**src/rtl/serial_subtractor.sv**
```systemverilog
// -----------------------------------------------------------------------------
// serial_subtractor
//   Bit-serial subtractor. It computes Diff = A - B one bit per clock, least
//   significant bit first. The datapath is one full-subtractor cell and a
//   borrow flip-flop, so the borrow ripples through time instead of through
//   logic. A start/done handshake frames each operation.
//
//   Timing: a start accepted at edge N is followed by WIDTH SHIFT cycles, and
//   then one DONE cycle, which lies after edge N+WIDTH. A start that arrives
//   during the DONE cycle is accepted, so operations can run back to back at
//   one result every WIDTH+1 cycles.
//
// Parameters
//   WIDTH   operand and result width in bits (>= 2)
//
// Ports
//   clk     rising-edge clock
//   rst     asynchronous active-high reset
//   start   request to latch A/B and begin (honoured when not busy)
//   A       minuend, sampled only on the accepted start cycle
//   B       subtrahend, sampled only on the accepted start cycle
//   mode    (only with SERIAL_ADD_MODE_EN) 1 = add, 0 = subtract, sampled
//           with start
//   busy    high while bits are being processed
//   done    one-cycle pulse; Diff/Borrow are valid from here on
//   Diff    A - B modulo 2^WIDTH (A + B in add mode)
//   Borrow  final borrow out, 1 when A < B unsigned (carry out in add mode)
//
// Configuration macro
//   SERIAL_ADD_MODE_EN  when defined, adds the `mode` input and the add path.
//                       When undefined, the block only subtracts.
// -----------------------------------------------------------------------------
module serial_subtractor #(
  parameter int WIDTH = 8
) (
  input  logic             clk,
  input  logic             rst,
  input  logic             start,
  input  logic [WIDTH-1:0] A,
  input  logic [WIDTH-1:0] B,
`ifdef SERIAL_ADD_MODE_EN
  input  logic             mode,
`endif
  output logic             busy,
  output logic             done,
  output logic [WIDTH-1:0] Diff,
  output logic             Borrow
);

  localparam int CNT_W = $clog2(WIDTH) + 1;
  localparam logic [CNT_W-1:0] LAST_BIT = CNT_W'(WIDTH - 1);

  typedef enum logic [1:0] {IDLE, SHIFT, DONE} state_t;

  state_t           state_reg;
  logic [WIDTH-1:0] a_sr_reg;
  logic [WIDTH-1:0] b_sr_reg;
  logic             borrow_reg;
  logic [CNT_W-1:0] cnt_reg;

  // Outputs of the single arithmetic cell for the current bit position.
  logic bit_a;
  logic bit_b;
  logic d_next;
  logic bo_next;

`ifdef SERIAL_ADD_MODE_EN
  logic mode_reg;
`endif

  always_comb begin
    bit_a  = a_sr_reg[0];
    bit_b  = b_sr_reg[0];
    // The sum bit and the difference bit are the same XOR. Only the chain bit
    // differs between adding and subtracting.
    d_next = bit_a ^ bit_b ^ borrow_reg;
`ifdef SERIAL_ADD_MODE_EN
    if (mode_reg)
      bo_next = (bit_a & bit_b) | (borrow_reg & (bit_a ^ bit_b));
    else
      bo_next = (~bit_a & bit_b) | (~(bit_a ^ bit_b) & borrow_reg);
`else
    bo_next = (~bit_a & bit_b) | (~(bit_a ^ bit_b) & borrow_reg);
`endif
  end

  always_ff @(posedge clk or posedge rst) begin
    if (rst) begin
      state_reg  <= IDLE;
      a_sr_reg   <= '0;
      b_sr_reg   <= '0;
      borrow_reg <= 1'b0;
      cnt_reg    <= '0;
      busy       <= 1'b0;
      done       <= 1'b0;
      Diff       <= '0;
      Borrow     <= 1'b0;
`ifdef SERIAL_ADD_MODE_EN
      mode_reg   <= 1'b0;
`endif
    end else begin
      case (state_reg)
        // DONE accepts a new start exactly as IDLE does. Clearing done here
        // limits the done pulse to the single DONE cycle.
        IDLE, DONE: begin
          done <= 1'b0;
          if (start) begin
            a_sr_reg   <= A;
            b_sr_reg   <= B;
            borrow_reg <= 1'b0;
            cnt_reg    <= '0;
            busy       <= 1'b1;
            state_reg  <= SHIFT;
`ifdef SERIAL_ADD_MODE_EN
            mode_reg   <= mode;
`endif
          end else begin
            state_reg <= IDLE;
          end
        end

        SHIFT: begin
          // Each result bit enters at the MSB. After WIDTH shifts, the first
          // bit produced (the LSB) has reached Diff[0].
          Diff       <= {d_next, Diff[WIDTH-1:1]};
          a_sr_reg   <= a_sr_reg >> 1;
          b_sr_reg   <= b_sr_reg >> 1;
          borrow_reg <= bo_next;
          cnt_reg    <= cnt_reg + 1'b1;
          if (cnt_reg == LAST_BIT) begin
            // Registered outputs are set here so that they are already valid
            // during the DONE cycle.
            state_reg <= DONE;
            done      <= 1'b1;
            busy      <= 1'b0;
            Borrow    <= bo_next;
          end
        end

        default: begin
          state_reg <= IDLE;
          busy      <= 1'b0;
          done      <= 1'b0;
        end
      endcase
    end
  end

endmodule
```
**config.mk**
```make
export PLATFORM = sky130hd
export DESIGN_NAME = serial_subtractor
export DESIGN_NICKNAME = d
export VERILOG_FILES = /design/src/rtl/serial_subtractor.sv
export SDC_FILE = /design/constraint.sdc
export NUM_CORES = 1
export LEC_CHECK = 0
export ABC_AREA = 1
export BUFFER_PORTS_ARGS = -buffer_cell sky130_fd_sc_hd__buf_2
export CAP_MARGIN = 20
export CORE_MARGIN = 5
export CORE_UTILIZATION = 53
export DETAILED_ROUTE_END_ITERATION = 6
export PLACE_DENSITY = 0.77
export SLEW_MARGIN = 15
export SYNTH_ARGS = -nofsm -noshare
export SYNTH_HDL_FRONTEND = slang
export SYNTH_SLANG_ARGS = --single-unit
```
**constraint.sdc**
```tcl
create_clock -name clk -period 1.4 [get_ports clk]
set_input_delay 0.07 -clock clk [delete_from_list [all_inputs] [get_ports clk]]
set_output_delay 0.07 -clock clk [all_outputs]
set_load 0.05 [all_outputs]
```
==> run_summary.xml, run 1 <==
<?xml version="1.0" encoding="UTF-8"?>
<metrics>
  <group name="status">
    <metric name="run_status" unit="">completed</metric>
  </group>
  <group name="logic_synthesis">
    <metric name="yosys.area.top_type_share" unit="%">54.7</metric>
    <metric name="postSynthRegisterBits" unit="">33</metric>
    <metric name="yosysTopAreaCell" unit="">dfrtp_1</metric>
    <metric name="synth_top_flop_cell" unit="">dfrtp_1</metric>
    <metric name="netlist_area" unit="sq mm">0.00151</metric>
    <metric name="synth-edff-count" unit="">0</metric>
    <metric name="synthCells" unit="">193</metric>
    <metric name="synthesis.nets" unit="">214</metric>
    <metric name="post_synth_main_area_contributors" unit="">dfrtp_1 (55%), nand2_1 (27%), inv_1 (5.7%)</metric>
    <metric name="seq_area_frac_synth" unit="%">54.7</metric>
    <metric name="synth-warning-count" unit="">0</metric>
    <metric name="synthTopCellsByCount" unit="">nand2_1 (107), dfrtp_1 (33), inv_1 (23), nand3_1 (4), nor2_1 (4)</metric>
    <metric name="postSynth.asyncResetShare" unit="%">100</metric>
    <metric name="synthesis.area_per_instance" unit="sq um">7.82</metric>
    <metric name="synthMostInstantiatedCell" unit="">nand2_1</metric>
    <metric name="synth_cell_type_count" unit="">21</metric>
  </group>
  <group name="route">
    <metric name="antenna_left" unit="">0</metric>
    <metric name="drt_iter0_drc" unit="">89</metric>
    <metric name="drt_first_pass_iters" unit="">4</metric>
    <metric name="route.vias.total" unit="">1270</metric>
    <metric name="detail_route.vias_per_cell" unit="">4.74</metric>
    <metric name="routed_length_per_placed_instance" unit="um">10.3</metric>
    <metric name="detail_route.wirelength" unit="mm">2.76</metric>
    <metric name="total_drc_errors_in_the_routed_layout" unit="">0</metric>
  </group>
  <group name="clock_network">
    <metric name="cts.repair_timing.setup_buffer_count" unit="">0</metric>
    <metric name="clock_tree.root_cell" unit="">clkbuf_4</metric>
    <metric name="max-clock-path-buffers" unit="">2</metric>
    <metric name="clock_tree_from_tritoncts" unit="">built</metric>
    <metric name="tritoncts.num_buffers" unit="">5</metric>
    <metric name="postCtsResizedCells" unit="">0</metric>
    <metric name="worstSkewPairLatency" unit="ns">0.33</metric>
    <metric name="holdBufCountCts" unit="">7</metric>
    <metric name="post_cts_clock_slew_at_the_launch_and_capture_registers_of_the_worst_setup_and_hold_paths" unit="ns">0.10</metric>
    <metric name="clock-sinks" unit="">33</metric>
    <metric name="clock_tree.htree_level_count" unit="">2</metric>
  </group>
  <group name="timing">
    <metric name="setup_violations" unit="">0</metric>
    <metric name="timing.max_slew.rel_slack" unit="%">72.9</metric>
    <metric name="timing.clock.skew" unit="ns">0.0103</metric>
    <metric name="setup_tns" unit="ns">0</metric>
    <metric name="finalCritPeriodShare" unit="%">82.6</metric>
    <metric name="worst-slew-pin-transition" unit="ns">0.407</metric>
    <metric name="final.min_clock_period" unit="ns">1.16</metric>
    <metric name="grt_setup_unrepaired" unit="">false</metric>
    <metric name="fmax" unit="MHz">864</metric>
    <metric name="maxSlewViolCount" unit="">0</metric>
    <metric name="hold_violation_count_in_the_final_report" unit="">0</metric>
  </group>
  <group name="layout">
    <metric name="final_cell_area" unit="sq mm">0.00181</metric>
    <metric name="area_growth_from_synthesis_to_layout" unit="%">20.1</metric>
    <metric name="layout-drive-gt1-share" unit="%">20.3</metric>
    <metric name="antenna_cells_inserted" unit="">0</metric>
    <metric name="post_layout_cell_count" unit="">268</metric>
    <metric name="final_nets" unit="">257</metric>
    <metric name="post-route-util" unit="%">66.3</metric>
  </group>
  <group name="pwr">
    <metric name="power.density" unit="mW/mm^2">2290</metric>
    <metric name="total_leakage_power" unit="uW">0.00107</metric>
    <metric name="vdd_ir_drop_max" unit="V">0.00208</metric>
    <metric name="power.total" unit="uW">4150</metric>
  </group>
  <group name="place">
    <metric name="placedInstanceArea" unit="sq mm">0.00169</metric>
    <metric name="sum_of_net_half_perimeters_after_detailed_placement" unit="mm">1.94</metric>
    <metric name="gp_congestion" unit="">0.820</metric>
    <metric name="buffer_ports.inserted" unit="">29</metric>
    <metric name="post-place-cells" unit="">253</metric>
  </group>
  <group name="min_path">
    <metric name="hold_end" unit="">a_sr_reg[4]</metric>
    <metric name="min-delay-path-class" unit="">primary input to flip-flop</metric>
    <metric name="min-delay-start" unit="">A[4]</metric>
    <metric name="worstHoldPathCells" unit="">5</metric>
  </group>
  <group name="global_route">
    <metric name="globalRouteTotalUtil" unit="%">16.0</metric>
    <metric name="initial_antenna_violation_count" unit="">0</metric>
    <metric name="grt_first_pass_wirelength" unit="mm">5.04</metric>
    <metric name="grt_remaining_overflow" unit="">0</metric>
    <metric name="grt_start_max_net_pins" unit="">34</metric>
    <metric name="grt_pass1_vias" unit="">1102</metric>
  </group>
  <group name="setup_path">
    <metric name="crit_chain" unit="">ha_1 &gt; or2_2 &gt; nand3_1 &gt; nand2_1</metric>
    <metric name="worst-endpoint-required" unit="ns">1.64</metric>
    <metric name="worst_path_max_delay_cell" unit="">dfrtp_1</metric>
    <metric name="worst_r2r_path_depth" unit="">4</metric>
    <metric name="worst_ep_arrival_time" unit="ns">1.39</metric>
    <metric name="worstPathMaxFanout" unit="">5</metric>
    <metric name="crit_path_end_kind" unit="">flip-flop</metric>
    <metric name="critical_path.reg2reg.startpoint" unit="">cnt_reg[0]</metric>
    <metric name="worstSetupPathType" unit="">flip-flop to flip-flop</metric>
    <metric name="crit_path_max_incr_delay" unit="ns">0.43</metric>
    <metric name="worst_setup_path_start_kind" unit="">flip-flop</metric>
    <metric name="r2r_path_end" unit="">cnt_reg[2]</metric>
    <metric name="worst-r2r-setup-slack" unit="ns">0.24</metric>
  </group>
  <group name="floorplanning">
    <metric name="io-pin-count" unit="">30</metric>
    <metric name="floorplan.initialDensity" unit="%">55.2</metric>
    <metric name="floorplan.die_area" unit="sq mm">0.00401</metric>
    <metric name="core_area" unit="sq mm">0.00273</metric>
    <metric name="placement_rows" unit="">19</metric>
    <metric name="die_h" unit="um">63.4</metric>
    <metric name="die_w" unit="um">63.4</metric>
  </group>
  <group name="job">
    <metric name="timing.max_cap.violations" unit="">0</metric>
  </group>
</metrics>
==> stage by stage <==
| stage | hold slack, ns | setup slack [ns] |
|---|---|---|
| 3_5_place_dp | 0.173 | 0.230 |
| 5_1_grt | 0.00719 | 0.130 |
| 6_report | 0.00384 | 0.243 |
| 4_1_cts | 0.000826 | 0.233 |
| 2_1_floorplan | 0.187 | 0.0596 |
| 3_3_place_gp | 0.175 | 0.262 |
==> logic make-up (layout without fill, tap and decap cells) <==
| group | Yosys count | in the layout | share of synthesized area (%) |
|---|---|---|---|
| buffers and inverters | 30 | 74 | 9.20 |
| adder cells (fa/ha/maj) | 2 | 2 | 2.16 |
| AND/OR/NAND/NOR | 121 | 121 | 31.5 |
| AO/OA/AOI/OAI | 7 | 7 | 2.40 |
| flip-flops | 33 | 33 | 54.7 |
==> worst max-delay path: cells and delay by family (launching register included) <==
kind / cells / cell delay (ns)
flip-flops: 1 / 0.43
AND/OR/NAND/NOR: 3 / 0.41
adder cells (fa/ha/maj): 1 / 0.23
==> layer usage <==
metal	track usage, %	wire length [um]
met1	20.9	1260
met2	23.7	1250
met3	6.39	191
met4	6.23	53
met5	0	0
==> power by group <==
part	total, uW	leakage (uW)	internal, uW	switching [uW]
Clock	503	0.0000320	191	312
Combinational	2000	0.000627	632	1370
Sequential	1650	0.000415	1380	271
Total	4150	0.00107	2200	1950
==> layout by cell type (no fill, tap or decap) <==
cell / synthesis / final
nand3b_1: 1 / 1
dfrtp_1: 33 / 33
nand4_1: 1 / 1
nand2_2: 2 / 2
nand2_1: 107 / 107
inv_2: 1 / 1
inv_4: 1 / 1
buf_2: 1 / 29
a21oi_1: 2 / 2
buf_4: 2 / 5
clkinv_2: 0 / 2
o21ai_1: 2 / 2
nor2_2: 1 / 2
or2_2: 1 / 1
clkbuf_4: 0 / 5
o21ai_0: 2 / 2
nand3_1: 4 / 4
fa_1: 1 / 1
ha_1: 1 / 1
clkbuf_1: 0 / 1
nor2_1: 4 / 3
dlygate4sd3_1: 0 / 7
o22ai_1: 1 / 1
inv_1: 23 / 23
==> cell type report <==
cell class,count,area [sq um]
sequential,33,826
clock buffer,6,41.3
inverter,25,96.3
timing repair buffer,41,253
multi-input combinational,130,547
clock inverter,2,10.0
fill,234,922
tap,31,38.8
==> worst max path at each step <==
stage                      start     endpoint  cells after the start
finish                cnt_reg[0]   cnt_reg[2]                      4
global route        state_reg[0]         busy                      5
CTS                   cnt_reg[0]   cnt_reg[2]                      4
detailed placement    cnt_reg[0]   cnt_reg[2]                      4
global placement      cnt_reg[0]   cnt_reg[2]                      4
floorplan           state_reg[1]  a_sr_reg[0]                      7
(Power assumes the default switching activity.)
==> run 2, diff against run 1 <==
- clock period: 1.4 -> 1.1 ns (I/O delays scaled with it)
==> run_summary.xml, run 2 (synthesized netlist as in run 1, its figures left out) <==
<?xml version="1.0" encoding="UTF-8"?>
<metrics>
  <group name="status">
    <metric name="run_status" unit="">finished, violations left</metric>
    <metric name="violations" unit="">setup timing</metric>
  </group>
  <group name="route">
    <metric name="routed_length_per_placed_instance" unit="um">11.0</metric>
    <metric name="detail_route.vias_per_cell" unit="">4.65</metric>
    <metric name="antenna_left" unit="">0</metric>
    <metric name="detail_route.wirelength" unit="mm">3.11</metric>
    <metric name="total_drc_errors_in_the_routed_layout" unit="">0</metric>
    <metric name="route.vias.total" unit="">1312</metric>
    <metric name="drt_first_pass_iters" unit="">4</metric>
    <metric name="drt_iter0_drc" unit="">30</metric>
  </group>
  <group name="place">
    <metric name="worst_setup_slack_before_clock_tree_synthesis" unit="ns">-0.0523</metric>
    <metric name="gp_congestion" unit="">0.845</metric>
    <metric name="buffer_ports.inserted" unit="">29</metric>
    <metric name="sum_of_net_half_perimeters_after_detailed_placement" unit="mm">2.09</metric>
  </group>
  <group name="timing">
    <metric name="setup_violations" unit="">2</metric>
    <metric name="maxSlewViolCount" unit="">0</metric>
    <metric name="hold-worst-slack" unit="ns">0.00642</metric>
    <metric name="timing.max_slew.rel_slack" unit="%">73.1</metric>
    <metric name="grt_setup_unrepaired" unit="">true</metric>
    <metric name="finalWorstSetupSlack" unit="ns">-0.0334</metric>
    <metric name="fmax" unit="MHz">882</metric>
    <metric name="hold_violation_count_in_the_final_report" unit="">0</metric>
    <metric name="finalCritPeriodShare" unit="%">103</metric>
    <metric name="final.min_clock_period" unit="ns">1.13</metric>
    <metric name="worst-slew-pin-transition" unit="ns">0.404</metric>
    <metric name="timing.clock.skew" unit="ns">0.00965</metric>
  </group>
  <group name="clock_network">
    <metric name="tritoncts.num_buffers" unit="">5</metric>
    <metric name="clock-sinks" unit="">33</metric>
    <metric name="clock_tree.htree_level_count" unit="">2</metric>
    <metric name="max-clock-path-buffers" unit="">2</metric>
    <metric name="worstSkewPairLatency" unit="ns">0.33</metric>
    <metric name="clock_tree.root_cell" unit="">clkbuf_4</metric>
    <metric name="clock_tree_from_tritoncts" unit="">built</metric>
    <metric name="post_cts_clock_slew_at_the_launch_and_capture_registers_of_the_worst_setup_and_hold_paths" unit="ns">0.10</metric>
  </group>
  <group name="min_path">
    <metric name="worstHoldPathCells" unit="">5</metric>
    <metric name="min-delay-path-class" unit="">primary input to flip-flop</metric>
  </group>
  <group name="global_route">
    <metric name="initial_antenna_violation_count" unit="">0</metric>
    <metric name="grt_first_pass_wirelength" unit="mm">5.20</metric>
    <metric name="globalRouteTotalUtil" unit="%">16.3</metric>
    <metric name="grt_remaining_overflow" unit="">0</metric>
    <metric name="grt_start_max_net_pins" unit="">34</metric>
    <metric name="grt_pass1_vias" unit="">1205</metric>
  </group>
  <group name="setup_path">
    <metric name="worst_setup_path_start_kind" unit="">flip-flop</metric>
    <metric name="worst_ep_arrival_time" unit="ns">1.40</metric>
    <metric name="crit_chain" unit="">inv_2 &gt; fa_2 &gt; nand2_1 &gt; o21ai_1</metric>
    <metric name="crit_path_max_incr_delay" unit="ns">0.55</metric>
    <metric name="critical_path.top_delay_family" unit="">adder cells</metric>
    <metric name="timing.critical_path.buf_inv" unit="">1</metric>
    <metric name="crit_path_end_kind" unit="">flip-flop</metric>
    <metric name="worst_r2r_path_depth" unit="">4</metric>
    <metric name="worstPathMaxFanout" unit="">2</metric>
    <metric name="worst-path-stages" unit="">4</metric>
    <metric name="worst_path_max_delay_cell" unit="">fa_2</metric>
    <metric name="worst-r2r-setup-slack" unit="ns">-0.03</metric>
    <metric name="worst-endpoint-required" unit="ns">1.37</metric>
    <metric name="worstSetupPathType" unit="">flip-flop to flip-flop</metric>
  </group>
  <group name="floorplanning">
    <metric name="floorplan.initialDensity" unit="%">55.2</metric>
    <metric name="core_area" unit="sq mm">0.00273</metric>
    <metric name="placement_rows" unit="">19</metric>
    <metric name="io-pin-count" unit="">30</metric>
    <metric name="die_h" unit="um">63.4</metric>
    <metric name="floorplan.die_area" unit="sq mm">0.00401</metric>
    <metric name="die_w" unit="um">63.4</metric>
  </group>
  <group name="layout">
    <metric name="layout-drive-gt1-share" unit="%">27.9</metric>
    <metric name="final_common_cell" unit="">nand2_1</metric>
    <metric name="area_growth_from_synthesis_to_layout" unit="%">31.9</metric>
    <metric name="final_nets" unit="">271</metric>
    <metric name="commonest_non_fill_non_tap_cells_in_the_layout" unit="">nand2_1 (106), dfrtp_1 (31), buf_2 (27)</metric>
    <metric name="count_of_filler_cells_inserted_in_the_layout" unit="">227</metric>
    <metric name="antenna_cells_inserted" unit="">0</metric>
    <metric name="multiInputGateArea" unit="sq um">589</metric>
    <metric name="area_used_by_sequential_logic_in_the_layout" unit="sq um">828</metric>
  </group>
  <group name="pwr">
    <metric name="comb_power_share" unit="%">52.8</metric>
    <metric name="power.total" unit="uW">5940</metric>
    <metric name="power.density" unit="mW/mm^2">2980</metric>
    <metric name="p_clk_share" unit="%">11.8</metric>
    <metric name="internal_power" unit="uW">3250</metric>
    <metric name="switching_power" unit="uW">2690</metric>
    <metric name="seq_power_share" unit="%">35.4</metric>
    <metric name="vdd_ir_drop_max" unit="V">0.00266</metric>
    <metric name="switching_power_share_of_the_total" unit="%">45.2</metric>
    <metric name="total_leakage_power" unit="uW">0.00115</metric>
  </group>
  <group name="job">
    <metric name="timing.max_cap.violations" unit="">0</metric>
  </group>
</metrics>
run 2: cell count changes in the layout (fill, tap and decap cells not counted), moves of 3 or more:
cell / before / now
buf_4: 5 / 16
dlygate4sd3_1: 7 / 10
inv_2: 1 / 4
inv_1: 23 / 20
run 2: area by class of cell:
| class | instances | area share (%) |
|---|---|---|
| inverter | 25 | 5.09 |
| clock buffer | 8 | 2.95 |
| timing repair buffer | 55 | 18.8 |
| multi-input combinational | 130 | 29.6 |
| tap | 31 | 1.95 |
| sequential | 33 | 41.6 |
run 2: repair_timing:
| action | 4_1_cts | 5_1_grt |
|---|---|---|
| endpoints found under the hold margin | 42 | 0 |
| setup buffers | 1 | 1 |
| resized for setup | 7 | 10 |
| endpoints found under the setup margin | 25 | 31 |
| hold buffers | 10 | 0 |
| pin swaps | 2 | 0 |
run 2: through the flow:
stage,TNS (ns),instances,area (sq um),utilization [%]
finish,-0.0365,282,1990,72.8
CTS,-0.133,281,1950,71.5
global route,-0.758,282,1990,72.8
global placement,-0.396,262,1770,64.7
detailed placement,-0.453,262,1770,64.7
floorplan,-0.758,193,1520,-
run 2: path summary, 6_finish.rpt:
kind / startpoint / endpoint
worst max-delay path: b_sr_reg[0] / Diff[7]
worst min-delay path: A[4] / a_sr_reg[4]
worst max register to register: b_sr_reg[0] / Diff[7]
worst min register to register: a_sr_reg[1] / a_sr_reg[1]
max in group asynchronous: rst / state_reg[0]
min in group asynchronous: rst / Diff[6]
run 2: power by group through the flow:
stage	sequential, uW	clock, uW	combinational, uW
6_report	2100	699	3140
3_5_place_dp	2110	0	2890
4_1_cts	2090	721	3010
2_1_floorplan	2660	0	1530
5_1_grt	2180	780	3480
3_3_place_gp	2080	0	2840
run 2: routing by layer:
| layer | global-route usage [%] | vias to the layer above | wire, um |
|---|---|---|---|
| li1 | - | 685 | - |
| met1 | 19.4 | 587 | 1290 |
| met3 | 5.68 | 4 | 209 |
| met5 | 0 | - | 0 |
| met4 | 5.71 | 0 | 26 |
| met2 | 27.3 | 36 | 1590 |
run 2: worst reg2reg max path, delay by kind of cell, from the launching register on:
kind / cells / cell delay (ns)
AO/OA/AOI/OAI: 1 / 0.06
flip-flops: 1 / 0.37
AND/OR/NAND/NOR: 1 / 0.04
buffers and inverters: 1 / 0.05
adder cells (fa/ha/maj): 1 / 0.55
